$ cat config.mk
export PLATFORM = sky130hd
export DESIGN_NAME = sub_32bit_pipe
export DESIGN_NICKNAME = d
export VERILOG_FILES = /design/src/rtl/arch_pkg.sv /design/src/rtl/sub_half.sv /design/src/rtl/sub_32bit_pipe.sv
export SDC_FILE = /design/constraint.sdc
export NUM_CORES = 1
export LEC_CHECK = 0
export BUFFER_PORTS_ARGS = -buffer_cell sky130_fd_sc_hd__buf_4
export CAP_MARGIN = 20
export CORE_AREA = 2 2 95 97
export DETAILED_ROUTE_END_ITERATION = 10
export DIE_AREA = 0 0 97 99
export PLACE_DENSITY = 0.86
export SLEW_MARGIN = 20
export SYNTH_ARGS = -nofsm -noshare
export SYNTH_HDL_FRONTEND = slang
export SYNTH_SLANG_ARGS = --single-unit
$ cat constraint.sdc
create_clock -name clk -period 6.87 [get_ports clk]
set_input_delay 0 -clock clk [delete_from_list [all_inputs] [get_ports clk]]
set_output_delay 0 -clock clk [all_outputs]
set_load 0.05 [all_outputs]
$ cat src/rtl/arch_pkg.sv
// Shared widths and result-flag bundle for the split-borrow subtractor pipeline.
package arch_pkg;
  localparam int WIDTH = 32;
  localparam int HALF  = WIDTH / 2;

  typedef struct packed {
    logic z;
    logic n;
    logic v;
  } flags_t;
endpackage

$ cat src/rtl/sub_half.sv
// Combinational half-width subtract: diff = a - b - bin, bout set when a < b + bin.
module sub_half
  import arch_pkg::*;
#(
  parameter int W = HALF
) (
  input  logic [W-1:0] a,
  input  logic [W-1:0] b,
  input  logic         bin,
  output logic [W-1:0] diff,
  output logic         bout
);

  logic [W:0] res;

  // The extra top bit of the widened difference is the borrow.
  assign res  = {1'b0, a} - {1'b0, b} - {{W{1'b0}}, bin};
  assign diff = res[W-1:0];
  assign bout = res[W];

endmodule

$ cat src/rtl/sub_32bit_pipe.sv
// Two-stage valid/ready subtractor: stage 1 does the low half, stage 2 the high half and flags.
module sub_32bit_pipe #(
  parameter int WIDTH = arch_pkg::WIDTH
) (
  input  logic             clk,
  input  logic             rst,
  input  logic             in_valid,
  output logic             in_ready,
  input  logic [WIDTH-1:0] a,
  input  logic [WIDTH-1:0] b,
  input  logic             bin,
  output logic             out_valid,
  input  logic             out_ready,
  output logic [WIDTH-1:0] diff,
  output logic             bout,
  output logic             flag_z,
  output logic             flag_n,
  output logic             flag_v
);

  localparam int H = WIDTH / 2;

  logic             s1_valid;
  logic [H-1:0]     s1_dlo;
  logic             s1_blo;
  logic [H-1:0]     s1_ahi;
  logic [H-1:0]     s1_bhi;
  logic             s1_amsb;
  logic             s1_bmsb;

  logic [WIDTH-1:0] s2_diff;
  logic             s2_bout;
  arch_pkg::flags_t s2_flags;

  logic             adv2;
  logic             adv1;
  logic             in_xfer;

  logic [H-1:0]     lo_diff;
  logic             lo_bout;
  logic [H-1:0]     hi_diff;
  logic             hi_bout;
  logic [WIDTH-1:0] diff_nxt;
  arch_pkg::flags_t flags_nxt;

  assign adv2     = !out_valid || out_ready;
  assign adv1     = !s1_valid || adv2;
  assign in_ready = adv1;
  assign in_xfer  = in_valid && in_ready;

  sub_half #(.W(H)) u_sub_lo (
    .a    (a[H-1:0]),
    .b    (b[H-1:0]),
    .bin  (bin),
    .diff (lo_diff),
    .bout (lo_bout)
  );

  sub_half #(.W(H)) u_sub_hi (
    .a    (s1_ahi),
    .b    (s1_bhi),
    .bin  (s1_blo),
    .diff (hi_diff),
    .bout (hi_bout)
  );

  assign diff_nxt    = {hi_diff, s1_dlo};
  assign flags_nxt.z = (diff_nxt == '0);
  assign flags_nxt.n = diff_nxt[WIDTH-1];
  // Overflow uses the operand signs carried alongside the beat, never the live inputs.
  assign flags_nxt.v = (s1_amsb != s1_bmsb) && (diff_nxt[WIDTH-1] != s1_amsb);

  always_ff @(posedge clk or posedge rst) begin
    if (rst) begin
      s1_valid  <= 1'b0;
      out_valid <= 1'b0;
    end else begin
      if (adv1) s1_valid  <= in_valid;
      if (adv2) out_valid <= s1_valid;
    end
  end

  // Payload registers carry no reset; the valid bits alone qualify them.
  always_ff @(posedge clk) begin
    if (in_xfer) begin
      s1_dlo  <= lo_diff;
      s1_blo  <= lo_bout;
      s1_ahi  <= a[WIDTH-1:H];
      s1_bhi  <= b[WIDTH-1:H];
      s1_amsb <= a[WIDTH-1];
      s1_bmsb <= b[WIDTH-1];
    end
    if (adv2 && s1_valid) begin
      s2_diff  <= diff_nxt;
      s2_bout  <= hi_bout;
      s2_flags <= flags_nxt;
    end
  end

  // Gate the unreset payload so an idle output reads as all zeros.
  assign diff   = out_valid ? s2_diff : '0;
  assign bout   = out_valid && s2_bout;
  assign flag_z = out_valid && s2_flags.z;
  assign flag_n = out_valid && s2_flags.n;
  assign flag_v = out_valid && s2_flags.v;

endmodule

==> flow_summary_export.csv <==
group,metric,value,unit
run_status,status,"completed",
power_and_ir_drop,ir_drop,138,uV
routing,dr_total_vias,3547,
routing,drc_errors,0,
global_routing,grt_start_max_net_pins,50,
setup_path,r2r_cells,10,
routing,via_per_inst,5.09,
global_routing,track_usage,21.0,%
timing,slew_headroom,44.8,%
placement,port_buffers,106,
worst_hold_path,hp-class,"in -> async",
final_layout,multiInputGateArea,2120,sq um
final_layout,seq_area,2570,sq um
cts,h-tree-depth,3,
global_routing,grt_pass1_wl,16200,microns
cts,clk_pin_slew,0.08,ns
synth,synth-seq-cells,86,
placement,gp_congestion,0.861,
final_layout,synthToLayoutAreaGrowth,28.9,%
timing,post-route-period-util,45.2,%
global_routing,grt.overflow.total,0,
global_routing,grt_pass1_vias,3625,
synth,synth_area,5060,sq um
synth,synthFlopType,"edfxtp_1",
placement,dpl.cell_count,644,
final_layout,fin_nets,717,
final_layout,layout_common_cells,"buf_4 (107), inv_1 (95), edfxtp_1 (84)",
timing,setup-tns-final,0,ns
floorplanning,dieHeight,99,microns
floorplanning,die_w,97,microns
final_layout,n_fill_cell,546,
power_and_ir_drop,power_density,240,nW/um^2
setup_path,crit_type,"reg -> reg",
synth,yosysUniqueCellTypes,53,
run,timing.max_cap.violations,0,
setup_path,worstSetupStartpointType,"flip-flop",
synth,synthArstFlopShare,2.33,%
cts,clock_latency,0.35,ns
final_layout,fin_util,76.3,%
timing,worst_pin_slew,0.828,ns
final_layout,final_common_cell,"buf_4",
final_layout,instances_no_fill,697,
synth,yosys_warnings,0,
timing,fin_skew,0.00659,ns
global_routing,antenna_found_initial,0,
setup_path,cp-end-kind,"flip-flop",
cts,cts_buffers,9,
timing,drv_slew,0,
routing,antenna_left,0,
power_and_ir_drop,clock_power_share,20.0,%
cts,clk_path_buf_depth,2,
setup_path,crit_path_max_fanout,5,
synth,syn_avg_cell_area,11.7,sq um
setup_path,cp.required,6.97,ns
synth,syn_inst,433,
cts,cts-root-buf,"clkbuf_8",
timing,period_minus_slack,3.11,ns
floorplanning,start_util,59.2,%
synth,synth_edf_count,84,
placement,hpwl,7120,microns
timing,hold_viol,0,
cts,cts_sinks,86,
synth,syn_nets,566,
timing,setup_violations,0,
power_and_ir_drop,sw_frac_of_total,34.3,%
timing,rsz0062_at_grt,"no",
final_layout,drive_above_1_share,22.9,%
power_and_ir_drop,p_int,1030,uW
routing,wl_per_cell,13.8,microns
power_and_ir_drop,switchingPower,538,uW
routing,finalWirelength,9610,microns
routing,drt-initial-drc-count,168,
final_layout,antenna_cells,0,
setup_path,arrival,3.20,ns
power_and_ir_drop,pwr-share-comb,35.8,%
cts,cts_resized,0,
routing,firstDrtPassIters,4,
cts,cts_tree,"yes",
synth,yosysSeqAreaShare,50.8,%
floorplanning,die-area,9600,sq um
floorplanning,pin_count,107,
timing,fmax,0.322,GHz
power_and_ir_drop,seq_power_share,44.2,%
power_and_ir_drop,power.leakage,0.00297,uW
floorplanning,core_area,8550,sq um
floorplanning,fp-row-count,34,
-- cell families (layout without fill, tap and decap cells) --
family                   count (synthesis)  in the layout  synth area share [%]
buffers and inverters                   99            255                  7.41
AND/OR/NAND/NOR                         95             95                  11.5
flip-flops                              86             86                  50.8
adder cells (fa/ha/maj)                 64             64                  16.4
AO/OA/AOI/OAI                           56             56                  7.96
XOR/XNOR                                32             32                  5.68
multiplexers                             1              1                 0.222
-- synthesized netlist by cell type, types with 3 or more instances --
master | number | area (sq um)
inv_1 | 95 | 357
fa_1 | 4 | 80.1
a21oi_1 | 12 | 60.1
or3_1 | 3 | 18.8
and3_1 | 3 | 18.8
nand2_1 | 5 | 18.8
ha_1 | 60 | 751
nand2b_1 | 4 | 25.0
nand3b_1 | 3 | 22.5
o21ai_0 | 8 | 40.0
o211ai_1 | 3 | 22.5
nor2_1 | 12 | 45.0
clkbuf_1 | 3 | 11.3
and2_1 | 38 | 238
xor2_1 | 12 | 105
nor4_1 | 3 | 18.8
a211oi_1 | 3 | 22.5
a31oi_1 | 4 | 25.0
nor3_1 | 8 | 40.0
xnor2_1 | 19 | 166
a21o_1 | 7 | 52.6
nand4_1 | 3 | 18.8
o21bai_1 | 4 | 30.0
edfxtp_1 | 84 | 2520
-- timing repair --
action | CTS | global route
hold buffers | 37 | 0
setup buffers | 0 | 0
hold endpoints to repair | 37 | 0
-- sequential cells by signal, summed over array words and instances, names as in the netlist --
name	cells
s2_bout	1
s2_flags	2
s1_dlo	16
out_valid	1
s2_diff	32
s1_bhi	16
s1_blo	1
s1_valid	1
s1_ahi	16
-- power by group through the flow --
stage,Sequential [uW],Combinational (uW),Clock (uW)
after detailed placement,706,540,0
after global placement,702,526,0
final,693,561,313
after floorplan,696,395,0
after CTS,694,561,321
after global routing,701,610,337
-- worst max-delay path, stage by stage, from the launching register on --
cell and delay, ns:
edfxtp_1 0.40, fa_1 0.55, inv_1 0.05, ha_1 0.16
o21ai_0 0.27, a211o_1 0.28, o2111ai_1 0.17, a31o_1 0.25
a21oi_2 0.18, xnor2_2 0.18, mux2_1 0.36
-- per-layer routing --
layer	global-route usage [%]	wire (microns)	share of wire (%)	vias up
met4	5.74	115	1.2	0
met1	24.8	3880	40	1625
met2	38.4	5020	52	124
met5	0	0	0	-
li1	-	-	-	1787
met3	5.39	586	6.1	11
-- cell type report --
cell class / instances / area share, %
Sequential cell: 86 / 39.4
Multi-Input combinational cell: 248 / 32.4
Timing Repair Buffer: 144 / 18.0
Inverter: 95 / 5.46
Tap cell: 108 / 2.07
Clock buffer: 9 / 1.90
Clock inverter: 7 / 0.729
-- stage by stage --
step                      total power [uW]  setup WS, ns  hold WS, ns  instance area [sq um]
after floorplan                       1090          4.02       -0.259                   5060
after global placement                1230          3.94       -0.140                   5980
after detailed placement              1250          3.76       -0.133                   5980
after CTS                             1580          3.74       0.0395                   6530
after global routing                  1650          3.54       0.0551                   6530
final                                 1570          3.76       0.0680                   6530
-- worst paths after layout --
check                                          from                     to  slack [ns]
max in group asynchronous                       rst  out_valid$_DFFE_PP0P_        6.69
worst max register to register  s1_ahi[0]$_DFFE_PP_  s2_flags[0]$_DFFE_PP_        3.76
worst min register to register  s1_dlo[6]$_DFFE_PP_   s2_diff[6]$_DFFE_PP_        0.45
min in group clk                              b[15]       s1_blo$_DFFE_PP_        0.09
worst max-delay path            s1_ahi[0]$_DFFE_PP_  s2_flags[0]$_DFFE_PP_        3.76
worst min-delay path                            rst   s1_valid$_DFFE_PP0N_        0.07
(Power assumes the default switching activity.)
